--- src/rtl/jtag_scan_sequencer.sv ---
// Command-driven JTAG TAP master: turns IR/DR scan or TAP-reset commands into TMS/TDI
// streams, captures TDO and keeps a cycle-exact mirror of the TAP controller state.
module jtag_scan_sequencer #(
    parameter int DATA_W = 32,
    parameter int LEN_W  = 6
) (
    input  logic              clk,
    input  logic              TRST,
    input  logic              cmd_valid,
    output logic              cmd_ready,
    input  logic              cmd_rst,
    input  logic              cmd_ir,
    input  logic [LEN_W-1:0]  cmd_len,
    input  logic [DATA_W-1:0] cmd_data,
    output logic              TMS,
    output logic              TDI,
    input  logic              TDO,
    output logic              rsp_valid,
    output logic [DATA_W-1:0] rsp_data,
    output logic [3:0]        tap_state
);

    typedef enum logic [3:0] {
        TLR, RTI, SEL_DR, CAP_DR, SH_DR, EX1_DR, PAU_DR, EX2_DR,
        UPD_DR, SEL_IR, CAP_IR, SH_IR, EX1_IR, PAU_IR, EX2_IR, UPD_IR
    } tap_e;

    typedef enum logic [1:0] {ST_IDLE, ST_SCAN, ST_RESET} seq_e;

    function automatic tap_e tap_next(input tap_e s, input logic t);
        tap_e n;
        n = TLR;
        case (s)
            TLR:     n = t ? TLR    : RTI;
            RTI:     n = t ? SEL_DR : RTI;
            SEL_DR:  n = t ? SEL_IR : CAP_DR;
            CAP_DR:  n = t ? EX1_DR : SH_DR;
            SH_DR:   n = t ? EX1_DR : SH_DR;
            EX1_DR:  n = t ? UPD_DR : PAU_DR;
            PAU_DR:  n = t ? EX2_DR : PAU_DR;
            EX2_DR:  n = t ? UPD_DR : SH_DR;
            UPD_DR:  n = t ? SEL_DR : RTI;
            SEL_IR:  n = t ? TLR    : CAP_IR;
            CAP_IR:  n = t ? EX1_IR : SH_IR;
            SH_IR:   n = t ? EX1_IR : SH_IR;
            EX1_IR:  n = t ? UPD_IR : PAU_IR;
            PAU_IR:  n = t ? EX2_IR : PAU_IR;
            EX2_IR:  n = t ? UPD_IR : SH_IR;
            UPD_IR:  n = t ? SEL_DR : RTI;
            default: n = TLR;
        endcase
        return n;
    endfunction

    seq_e              seq, seq_nxt;
    tap_e              tap, tap_nxt;
    logic              tms_q, tms_nxt;
    logic              tdi_q, tdi_nxt;
    logic              ir_q;
    logic [LEN_W-1:0]  len_q, len_clamped;
    logic [DATA_W-1:0] data_q;
    logic [LEN_W-1:0]  cnt_q, cnt_nxt;
    logic [DATA_W-1:0] cap_q, cap_nxt;
    logic [2:0]        rcnt_q, rcnt_nxt;
    logic              rsp_valid_q, rsp_valid_nxt;
    logic [DATA_W-1:0] rsp_data_q, rsp_data_nxt;
    logic              load;
    logic              in_shift;

    assign cmd_ready   = (seq == ST_IDLE) && (tap == RTI);
    assign TMS         = tms_q;
    assign TDI         = tdi_q;
    assign rsp_valid   = rsp_valid_q;
    assign rsp_data    = rsp_data_q;
    assign tap_state   = tap;
    assign len_clamped = (cmd_len > LEN_W'(DATA_W)) ? LEN_W'(DATA_W) : cmd_len;

    // TMS/TDI for the next edge are chosen from the state the mirror is about to enter.
    always_comb begin
        tap_nxt       = tap_next(tap, tms_q);
        in_shift      = (tap == SH_DR) || (tap == SH_IR);
        cnt_nxt       = in_shift ? cnt_q + LEN_W'(1) : cnt_q;
        cap_nxt       = in_shift ? (cap_q | (DATA_W'(TDO) << cnt_q)) : cap_q;
        seq_nxt       = seq;
        tms_nxt       = 1'b0;
        tdi_nxt       = 1'b0;
        rcnt_nxt      = rcnt_q;
        rsp_valid_nxt = 1'b0;
        rsp_data_nxt  = rsp_data_q;
        load          = 1'b0;
        case (seq)
            ST_IDLE: begin
                if (cmd_valid && cmd_ready) begin
                    load     = 1'b1;
                    tms_nxt  = 1'b1;
                    rcnt_nxt = 3'd0;
                    seq_nxt  = cmd_rst ? ST_RESET : ST_SCAN;
                end
            end
            ST_SCAN: begin
                case (tap_nxt)
                    SEL_DR:         tms_nxt = ir_q;
                    SEL_IR:         tms_nxt = 1'b0;
                    CAP_DR, CAP_IR: tms_nxt = (len_q == '0);
                    SH_DR, SH_IR: begin
                        tms_nxt = (cnt_nxt == len_q - LEN_W'(1));
                        tdi_nxt = |(data_q & (DATA_W'(1) << cnt_nxt));
                    end
                    EX1_DR, EX1_IR: tms_nxt = 1'b1;
                    UPD_DR, UPD_IR: tms_nxt = 1'b0;
                    RTI: begin
                        seq_nxt       = ST_IDLE;
                        rsp_valid_nxt = 1'b1;
                        rsp_data_nxt  = cap_nxt;
                    end
                    default: begin
                        // A state no scan path visits: recover through Test-Logic-Reset.
                        seq_nxt  = ST_RESET;
                        tms_nxt  = 1'b1;
                        rcnt_nxt = 3'd0;
                    end
                endcase
            end
            ST_RESET: begin
                if (tms_q) begin
                    rcnt_nxt = rcnt_q + 3'd1;
                    tms_nxt  = (rcnt_nxt < 3'd5);
                end else begin
                    seq_nxt       = ST_IDLE;
                    rsp_valid_nxt = 1'b1;
                    rsp_data_nxt  = '0;
                end
            end
            default: seq_nxt = ST_IDLE;
        endcase
    end

    always_ff @(posedge clk or posedge TRST) begin
        if (TRST) begin
            seq         <= ST_IDLE;
            tap         <= TLR;
            tms_q       <= 1'b0;
            tdi_q       <= 1'b0;
            ir_q        <= 1'b0;
            len_q       <= '0;
            data_q      <= '0;
            cnt_q       <= '0;
            cap_q       <= '0;
            rcnt_q      <= 3'd0;
            rsp_valid_q <= 1'b0;
            rsp_data_q  <= '0;
        end else begin
            seq         <= seq_nxt;
            tap         <= tap_nxt;
            tms_q       <= tms_nxt;
            tdi_q       <= tdi_nxt;
            rcnt_q      <= rcnt_nxt;
            rsp_valid_q <= rsp_valid_nxt;
            rsp_data_q  <= rsp_data_nxt;
            if (load) begin
                ir_q   <= cmd_ir;
                len_q  <= len_clamped;
                data_q <= cmd_data;
                cnt_q  <= '0;
                cap_q  <= '0;
            end else begin
                cnt_q <= cnt_nxt;
                cap_q <= cap_nxt;
            end
        end
    end

endmodule

--- config.mk ---
export PLATFORM = sky130hd
export DESIGN_NAME = jtag_scan_sequencer
export DESIGN_NICKNAME = d
export VERILOG_FILES = /design/src/rtl/jtag_scan_sequencer.sv
export SDC_FILE = /design/constraint.sdc
export NUM_CORES = 1
export LEC_CHECK = 0
export ABC_AREA = 1
export CORE_ASPECT_RATIO = 1.1
export CORE_MARGIN = 2
export CORE_UTILIZATION = 52
export CTS_BUF_LIST = sky130_fd_sc_hd__clkbuf_4 sky130_fd_sc_hd__clkbuf_8
export CTS_CLUSTER_DIAMETER = 50
export DETAILED_ROUTE_END_ITERATION = 7
export PLACE_DENSITY = 0.79
export SLEW_MARGIN = 20
export SYNTH_ARGS = -nofsm -noshare
export SYNTH_HDL_FRONTEND = slang
export SYNTH_SLANG_ARGS = --single-unit
--- constraint.sdc ---
create_clock -name clk -period 3.5 [get_ports clk]
set_clock_uncertainty 0.05 [all_clocks]
set_input_delay 0.35 -clock clk [delete_from_list [all_inputs] [get_ports clk]]
set_output_delay 0.35 -clock clk [all_outputs]
set_load 0.05 [all_outputs]
==> results of run 1 <==
registers in the layout, indices dropped and copies added (netlist names):
signal / count
TMS: 1
data_q: 32
ir_q: 1
TDI: 1
rcnt_q: 3
cap_q: 32
cnt_q: 6
rsp_data: 32
tap_state: 4
len_q: 6
seq: 2
rsp_valid: 1
cells in the final DEF (no fill, tap or decap), types with 7 or more instances in the layout:
cell,count
ha_1,7
nand2_1,232
o21ai_0,16
nor2_1,83
nand4_1,30
nand2_2,11
clkbuf_8,18
nand3_1,29
clkdlybuf4s50_1,83
o31ai_2,28
a21oi_1,39
inv_1,39
dfrtp_1,121
routing by layer:
| metal | global-route usage (%) | vias up | wire, um |
|---|---|---|---|
| li1 | - | 2562 | - |
| met1 | 30.3 | 2482 | 6100 |
| met2 | 39.6 | 205 | 6970 |
| met3 | 5.24 | 44 | 885 |
| met4 | 9.05 | 0 | 408 |
| met5 | 0 | - | 0 |
cells by family (layout without fill, tap and decap cells):
group	count (synthesis)	count (layout)	synth area share, %
AO/OA/AOI/OAI	95	95	11.5
XOR/XNOR	8	8	1.13
adder cells (fa/ha/maj)	8	8	1.61
buffers and inverters	81	167	5.98
flip-flops	121	121	48.8
AND/OR/NAND/NOR	422	422	31.0
layout make-up:
type	count	area (um^2)	area share (%)
Timing Repair Buffer	87	886	11.8
Clock buffer	18	248	3.30
Tap cell	150	188	2.50
Clock inverter	14	149	1.98
Multi-Input combinational cell	533	2810	37.5
Inverter	48	189	2.52
Sequential cell	121	3030	40.4
per-stage QoR:
| stage | std cells | utilization [%] | hold slack (ps) |
|---|---|---|---|
| 4_1_cts | 971 | 65.0 | 376 |
| 3_5_place_dp | 939 | 61.6 | 418 |
| 2_1_floorplan | 735 | - | 396 |
| 6_report | 971 | 65.0 | 361 |
| 5_1_grt | 971 | 65.0 | 388 |
| 3_3_place_gp | 939 | 61.6 | 410 |
worst max-delay path by stage:
stage | start | endpoint | depth (start not counted)
6_report | tap_state[3] | cmd_ready | 4
5_1_grt | tap_state[1] | rsp_data[22] | 12
4_1_cts | tap_state[3] | cmd_ready | 4
3_5_place_dp | tap_state[1] | rsp_data[30] | 9
3_3_place_gp | tap_state[1] | rsp_data[30] | 9
2_1_floorplan | tap_state[0] | rcnt_q[1] | 9
power groups by stage:
stage	sequential, mW	combinational, mW	clock [mW]
after global placement	2.30	3.67	0
final	2.30	3.83	1.25
after floorplan	2.75	2.50	0
after CTS	2.30	3.82	1.25
after global routing	2.36	4.21	1.32
after detailed placement	2.32	3.80	0
tightest hold or removal path, stage by stage:
cell             delay (ps)
clkdlybuf4s50_1         440
clkinvlp_4               90
buf_12                  430
==> results.rst, run 1 <==
.. list-table::
   :header-rows: 1

   * - Metric
     - Value
   * - Transition time at the pin with the least slew margin
     - ~780 ps
   * - Cts bufs inserted
     - 17
   * - Biggest area consumer among synthesized cells
     - dfrtp_1
   * - Final period util
     - between 70% and 80%
   * - Most frequent cells after synthesis
     - nand2_1, dfrtp_1, nor2_1, inv_1, a21oi_1
   * - Global-route wire length before repair
     - between 20000 and 25000 um
   * - Drc violations
     - 0
   * - Arrival time at the worst endpoint
     - around 2300 ps
   * - Worst reg2reg path depth
     - 11
   * - Top cells by area, synth
     - dfrtp_1, nand2_1, o31ai_2
   * - Cell-internal power
     - 3.75 mW
   * - Final worst path period need
     - ~2700 ps
   * - Net switching component of the power
     - around 3.6 mW
   * - Area delta synth->final
     - 20.8%
   * - Area share of the largest cell type after synthesis
     - slightly below 50%
   * - Number of standard-cell rows in the floorplan
     - slightly above 40
   * - Clock Latency Late Sink
     - 440 ps
   * - Combinational power share
     - around half
   * - Origin of the critical flop-to-flop path
     - tap_state[3]
   * - Iteration-0 DRC count of the detailed router
     - about 340
   * - Largest stage delay, worst path
     - 810 ps
   * - Post-layout nets
     - 860
   * - Slowest cell on the critical path
     - clkdlybuf4s50_1
   * - Share of flip-flops with an asynchronous set or reset after synthesis
     - 100%
   * - Proportion of power drawn by flip-flops and latches
     - 31.2%
   * - Starting utilization of the core area
     - a little over half
   * - Core ar.
     - between 10000 and 15000 um^2
   * - Final cell area excluding filler cells
     - 7500 um^2
   * - Cell at the root of the clock tree
     - clkbuf_8
   * - Cell count after synthesis
     - 735
   * - Top flip-flop cell by instance count after synthesis
     - dfrtp_1
   * - Post-detailed-routing wire length
     - about 14000 um
   * - Delay-heaviest family, CP
     - buffers and inverters
   * - Share of final-layout standard cells stronger than drive strength 1
     - approximately an eighth
   * - Static leakage
     - between 3 and 4 nW
   * - I/O pin total
     - 84
   * - Number of hold buffers added after CTS
     - 0
   * - Peak clock frequency supported by timing
     - 375 MHz
   * - CTS tree
     - built
   * - Global-route total usage across every layer
     - 23.9%
   * - Hold Vio Cnt, Final
     - 0
   * - Detailed placement HPWL
     - 9940 um
   * - Post-synthesis net count
     - about 790
   * - Cts repair resizes
     - 0
   * - Vias in the first global route
     - between 5000 and 6000
   * - Startpoint Class
     - flip-flop
   * - CTS clock-pin slew for the worst setup and hold paths
     - about 70 ps
   * - Average size of a mapped cell
     - ~8.5 um^2
   * - Count of flip-flops with a built-in enable after synthesis
     - 0
   * - Part of the total power dissipated in the clock network
     - about 17%
   * - Number of antenna violations at the first check in global routing
     - 0
   * - Most numerous cell in the Yosys netlist
     - nand2_1
   * - Number of filler cells placed in the layout
     - ~940
   * - Seq/Total Area, Yosys
     - around half
   * - Post-CTS setup buffer count
     - 0
   * - RSZ-0062 raised after global routing
     - no
   * - Number of sinks driven by the clock tree
     - roughly 120
   * - Vias
     - about 5300
   * - Area of the die
     - about 13000 um^2
   * - Die H
     - roughly 120 um
   * - Power per unit of standard cell area
     - ~980 nW/um^2
   * - Routability cong.
     - approximately 1
   * - Total chip power
     - roughly 7.4 mW
   * - Critical Path, Cell by Cell
     - nor2_2, nand2_1, nor2_1, clkdlybuf4s50_1
   * - Maximum clock insertion buffer count
     - 2
   * - Worst R2R End
     - rsp_data[2]
   * - Die span in x
     - roughly 110 um
   * - Proportion of total power due to net switching
     - about half
   * - Max rail drop VDD
     - roughly 0.38 mV
   * - Worst Setup Path Type
     - reg2out
   * - Number of warnings reported in the yosys synthesis log
     - 0
   * - Number of nets with antenna violations after detailed routing
     - 0
   * - Max-cap check violation count
     - 0
   * - Worst Slack Setup Final
     - just over 800 ps
   * - Worst endpoint required time
     - roughly 3100 ps
   * - Post-synthesis cell area
     - a little over 6000 um^2
   * - Number of different library cells in the post-synthesis netlist
     - 38
   * - Worst-path maximum fanout
     - 7
   * - CP endpoint kind
     - primary output
   * - Placed Instance Area
     - slightly above 7000 um^2
   * - Status
     - finished, final reports clean
   * - DRT Pass-1 Iters
     - 6
   * - H-tree levels
     - 4
   * - Number of storage elements in the synthesis netlist
     - around 120
   * - Number of endpoints failing setup at the final stage
     - 0
   * - Buffers on Ports
     - slightly above 80
   * - Final TNS setup
     - 0 ps
   * - Headroom to the max-slew limit
     - between 40% and 50%
   * - Worst setup slack before clock tree synthesis
     - between 1000 and 1500 ps
   * - Average wire per cell in the routed design
     - approximately 15 um
   * - Leftover overflow at the end of global routing
     - 0
   * - Worst reg-to-reg setup slack
     - approximately 950 ps
   * - Average vias per placed instance
     - between 5 and 6
   * - Count of pins over their slew limit
     - 0
   * - Maximum number of pins on one net before global-route repair
     - about 120
   * - Min-Delay Path Class
     - in2async
   * - Inserted Diodes
     - 0
   * - Critical path buffer and inverter count
     - 1
(Power assumes the default switching activity.)
==> inputs of run 2 (changes only) <==
==> constraint.sdc (replaced) <==
create_clock -name clk -period 2.3 [get_ports clk]
set_clock_uncertainty 0.05 [all_clocks]
set_input_delay 0.23 -clock clk [delete_from_list [all_inputs] [get_ports clk]]
set_output_delay 0.23 -clock clk [all_outputs]
set_load 0.05 [all_outputs]
==> run 2 against run 1 <==
- global-route usage shrank 0.77 points
- die area unchanged
- clock power grew 63%
- combinational power increased by 60%
- utilization up 2.1 points
- wire length decreased by 2.4%
- register-to-register slack worse by 810 ps
- total power rose by 58%
- critical path type is now reg2reg
==> results.rst, run 2 (same netlist as run 1, synthesis figures left out) <==
.. list-table::
   :header-rows: 1

   * - Metric
     - Value
   * - Status
     - finished, final reports clean
   * - Headroom to the max-slew limit
     - between 60% and 70%
   * - Buffers on Ports
     - just over 80
   * - Peak clock frequency supported by timing
     - 462 MHz
   * - CTS tree
     - built
   * - Slowest cell on the critical path
     - dfrtp_1
   * - Placed Instance Area
     - roughly 7300 um^2
   * - Number of filler cells placed in the layout
     - 947
   * - Most common cell on crit path
     - nand2_1
   * - Iteration-0 DRC count of the detailed router
     - 243
   * - Number of hold buffers added after CTS
     - 0
   * - Hold Vio Cnt, Final
     - 0
   * - Delay-heaviest family, CP
     - simple AND/OR/NAND/NOR gates
   * - Post-CTS setup buffer count
     - 0
   * - Worst Setup Path Type
     - reg2reg
   * - Final cell area excluding filler cells
     - 7750 um^2
   * - Arrival time at the worst endpoint
     - ~2500 ps
   * - Power per unit of standard cell area
     - ~1500 nW/um^2
   * - Total chip power
     - between 10 and 15 mW
   * - Min-Delay Path Class
     - in2async
   * - Number of endpoints failing setup at the final stage
     - 0
   * - Largest stage delay, worst path
     - ~460 ps
   * - Core ar.
     - between 10000 and 15000 um^2
   * - Static leakage
     - about 3.8 nW
   * - Maximum clock insertion buffer count
     - 2
   * - CTS clock-pin slew for the worst setup and hold paths
     - about 70 ps
   * - Leading cell type in the layout, fill and taps excluded
     - nand2_1
   * - Number of nets with antenna violations after detailed routing
     - 0
   * - Number of standard-cell rows in the floorplan
     - 41
   * - RSZ-0062 raised after global routing
     - no
   * - DRT Pass-1 Iters
     - 5
   * - Die span in x
     - 108 um
   * - Final period util
     - approximately 94%
   * - Number of antenna violations at the first check in global routing
     - 0
   * - Maximum number of pins on one net before global-route repair
     - 48
   * - Clock Latency Late Sink
     - about 430 ps
   * - Number of sinks driven by the clock tree
     - 121
   * - Cts repair resizes
     - 0
   * - Critical path buffer and inverter count
     - 2
   * - Inserted Diodes
     - 0
   * - Critical Path, Cell by Cell
     - nor2_2, nand2_2, nand3_1, nand2_8, inv_4, nand2_1, nor2_1, nand2_1, nand2_1, inv_1, nand2_1, o21bai_1, nor2_1
   * - Routability cong.
     - between 0.9 and 1
   * - Max-cap check violation count
     - 0
   * - Worst endpoint required time
     - ~2600 ps
   * - Max rail drop VDD
     - between 1 and 1.5 mV
   * - Share of final-layout standard cells stronger than drive strength 1
     - 15.8%
   * - H-tree levels
     - 4
   * - Final worst path period need
     - 2160 ps
   * - Post-detailed-routing wire length
     - around 14000 um
   * - Global-route total usage across every layer
     - 23.1%
   * - Leftover overflow at the end of global routing
     - 0
   * - Starting utilization of the core area
     - 53.8%
   * - Global-route wire length before repair
     - about 24000 um
   * - Worst-path maximum fanout
     - 18
   * - Minimum hold slack
     - ~84 ps
   * - Vias in the first global route
     - around 5100
   * - Commonest cells after routing, fill and taps aside
     - nand2_1, dfrtp_1, clkdlybuf4s50_1, nor2_1
   * - Count of pins over their slew limit
     - 0
   * - Average wire per cell in the routed design
     - between 10 and 15 um
   * - Detailed placement HPWL
     - 10300 um
   * - Cts bufs inserted
     - 17
   * - Die H
     - 119 um
   * - Vias
     - between 5000 and 6000
   * - Startpoint Class
     - flip-flop
   * - Area delta synth->final
     - 24.7%
   * - Drc violations
     - 0
   * - Area of the die
     - around 13000 um^2
   * - Average vias per placed instance
     - between 5 and 6
   * - Final TNS setup
     - 0 ps
   * - Cell at the root of the clock tree
     - clkbuf_8
   * - Transition time at the pin with the least slew margin
     - 533 ps
   * - Post-layout nets
     - slightly below 900
   * - CP endpoint kind
     - flip-flop
   * - I/O pin total
     - between 80 and 90
run 2: metrics by stage:
step	instances	utilization (%)	setup WS [ps]
after floorplan	735	-	71.8
after global placement	954	63.0	158
after detailed placement	954	63.0	124
after CTS	985	66.7	114
after global routing	985	67.1	0.868
final	985	67.1	138
run 2: power breakdown:
part / leakage (nW) / internal (mW) / switching, mW
sequential: 1.60 / 2.94 / 0.576
clock: 0.211 / 1.18 / 0.855
combinational: 1.94 / 2.00 / 4.12
total: 3.76 / 6.13 / 5.55
run 2: final cells by class:
cell class	instances	area, um^2	area share, %
multi-input combinational	533	2870	37.1
clock inverter	10	140	1.81
tap	150	188	2.42
timing repair buffer	102	1030	13.3
clock buffer	21	289	3.73
sequential	121	3030	39.2
inverter	48	191	2.47
run 2: final timing paths:
kind | endpoint | start | depth (start not counted) | slack (ps)
max in group asynchronous | tap_state[3] | TRST | 3 | 1550
worst min-delay path | cap_q[23] | TRST | 2 | 80
min in group clk | data_q[16] | cmd_data[16] | 3 | 280
worst min register to register | cap_q[9] | cap_q[9] | 2 | 440
worst max register to register | TDI | tap_state[2] | 13 | 140
worst max-delay path | TDI | tap_state[2] | 13 | 140
run 2: per-layer routing:
layer / part of all wire (%) / global-route usage [%] / wire length, um
met1: 44 / 30.5 / 6120
met2: 50 / 38.1 / 7030
met3: 4.8 / 4.58 / 674
met4: 1.4 / 7.53 / 194
met5: 0 / 0 / 0
==> patch 1: new RTL, config.mk and constraints of run 2 <==
Set the parameter `DATA_W` to 16 (it was 32).
--- a/src/rtl/jtag_scan_sequencer.sv
+++ b/src/rtl/jtag_scan_sequencer.sv
@@ -3,3 +3,3 @@
 module jtag_scan_sequencer #(
-    parameter int DATA_W = 32,
+    parameter int DATA_W = 16,
     parameter int LEN_W  = 6
Interface: changed (resized cmd_data and rsp_data); port bits go from 84 to 52. The function was not compared with the original's and may differ.
==> patch 1 against run 2 <==
- sequential cell count fell by 48
- largest cell class is now multi-input combinational cells
- routed wire length fell by 28%
- worst setup slack got worse by 0.022 ns
- total power fell by 36%
- hold slack improved by 0.093 ns
- area after synthesis fell by 32%
- count of clock-buffer cells in the layout fell by 11
- first-iteration DRC count rose by 2.9%
- final area fell by 33%
==> patch 1: results <==
[outcome]
outcome = completed

[finish]
nets = 638

[global_route]
grt_usage_pct = 23.4
gr-usage-met3_pct = 4.40

[clock_network]
cts_buffers = 9
htreeDepth = 3
clk_latency_ns = 0.36

[critical_path]
worstPathArrival_ns = 1.90
reg2reg_to = seq[0]
slowest_stage = clkdlybuf4s50_1
critPathKind = reg -> out
endpoint = tap_state[1]
cpPeakStageDelay_ns = 0.79
rrSetupSlack_ns = 0.17
path_delay_family = buffers and inverters
crit_fanout = 6

[detailed_routing]
wl_met2_mm = 5.03
wl_met1_mm = 4.31
met3RoutedLength_microns = 578
drt_iter0_drc = 250
wl_mm = 10.1

[pwr]
power.share.clock_pct = 12.9
powerComb_mw = 4.38
internal_power_mw = 3.64
p_switching_mw = 3.85

[placed_design]
dpl.hpwl_mm = 7.12
placed_area_sq_um = 4850
place_congestion = 0.932
port_buffers = 51

[yosys]
ys_seq_area_share_pct = 43.4
synth_area_leaders = dfrtp_1 (43%), nand2_1 (17%), nand3_1 (5.7%)

[timing]
fin_hold_ws_ns = 0.178
==> patch 1: changes by cell type in the layout (fill, tap and decap cells not counted), sizes merged, moves of 7 or more <==
cell,before,now
nand2,250,202
clkbuf,21,11
clkdlybuf4s50,82,50
nand3,30,53
nand4,30,5
a21oi,39,26
buf,20,13
o21ai,18,7
o31ai,32,16
nor2,93,61
dfrtp,121,73
==> patch 1: cell families after synthesis <==
family                   Yosys count  share of synthesized area [%]
XOR/XNOR                           3                          0.625
adder cells (fa/ha/maj)            8                           2.38
buffers and inverters             63                           6.54
flip-flops                        73                           43.4
AND/OR/NAND/NOR                  340                           37.1
AO/OA/AOI/OAI                     54                           9.93
==> patch 1: layout make-up <==
type,instances,area [sq um]
Timing Repair Buffer,64,628
Clock buffer,10,138
Multi-Input combinational cell,408,2220
Tap cell,108,135
Fill cell,626,2690
Clock inverter,6,51.3
Sequential cell,73,1830
Inverter,46,175
==> patch 2: new RTL, flow settings as in run 2 <==
Made on the original files. Reset style: synchronous (`TRST`), changed in one clocked block.
--- a/src/rtl/jtag_scan_sequencer.sv
+++ b/src/rtl/jtag_scan_sequencer.sv
@@ -137,3 +137,3 @@
 
-    always_ff @(posedge clk or posedge TRST) begin
+    always_ff @(posedge clk) begin
         if (TRST) begin
Function: differs if TRST is asserted again (counterexample within 4 cycles, from zero or initial values and one cycle with TRST high); with TRST held inactive, the same outputs for 10 cycles.
==> patch 2 against run 2 <==
- routed wire length is 3.6% higher
- sequential cell count stayed put
- sequential share of layout area is 6.1 points lower
- fmax is 2.1% lower
- area after synthesis is 4.5% lower
- worst setup slack worse by 0.046 ns
- final area is 5.2% lower
- highest routed layer unchanged
Power is not compared: it rests on default switching activity, and its combinational part moved more than twofold at a synthesized area within 25%.
==> patch 2: results <==
[outcome]
outcome = completed

[global_route]
grt_usage_pct = 24.1
met1_usage_pct = 30.8
grt_pass1_vias = 5088
grt_max_degree = 62
grt_pass1_wl_mm = 23.7
gr-usage-met3_pct = 5.51

[yosys]
synth.avg_cell_area_sq_um = 7.03
synth_nets = 896
synth.distinct_cells = 40
synth-compound-area-share_pct = 14.3
synth_common_cells = nand2_1 (217), dfxtp_1 (121), nor2_1 (103), inv_1 (82), a21oi_1 (75)
synth-adder-area-share_pct = 1.69
ys_seq_area_share_pct = 40.8
async_flop_share_pct = 0
synthFlopType = dfxtp_1

[detailed_routing]
wl_met1_mm = 6.71
drt_iter0_drc = 275
met3RoutedLength_microns = 760
wl_mm = 14.5
wl_met2_mm = 6.79

[timing]
worst_pin_slew_ns = 0.523

[critical_path]
slowest_stage = clkdlybuf4s50_1
cpPeakStageDelay_ns = 0.80
crit_fanout = 7

[finish]
nets = 981

[placed_design]
dpl.hpwl_mm = 10.2

[clock_network]
clk_latency_ns = 0.45
-- patch 2: cell count changes in the layout (fill, tap and decap cells not counted), moves of 25 or more --
cell / change
a21oi_1: +36
a21oi_2: +30
dfrtp_1: -116
dfxtp_1: +118
inv_1: +43
nand2_2: +27
nand4_1: -25
o31ai_2: -28
-- patch 2: tightest hold or removal path: cells and delay by family --
family,cells,cell delay [ns]
buffers and inverters,2,0.25
AND/OR/NAND/NOR,2,0.14
-- patch 2: layout make-up --
type	instances	area [sq um]
well taps	147	184
fillers	986	3660
repair buffers	99	1010
multi-input cells	591	2970
clock buffers	17	234
inverters	99	372
flip-flops and latches	121	2430
clock inverters	15	155
-- patch 2: final timing paths --
kind | startpoint | to | slack, ns | cells after the start
worst min register to register | cap_q[14] | cap_q[14] | 0.41 | 2
worst min-delay path | TRST | seq[0] | 0.16 | 4
worst max-delay path | TMS | TMS | 0.09 | 2
worst max register to register | tap_state[2] | rsp_data[9] | 0.20 | 13
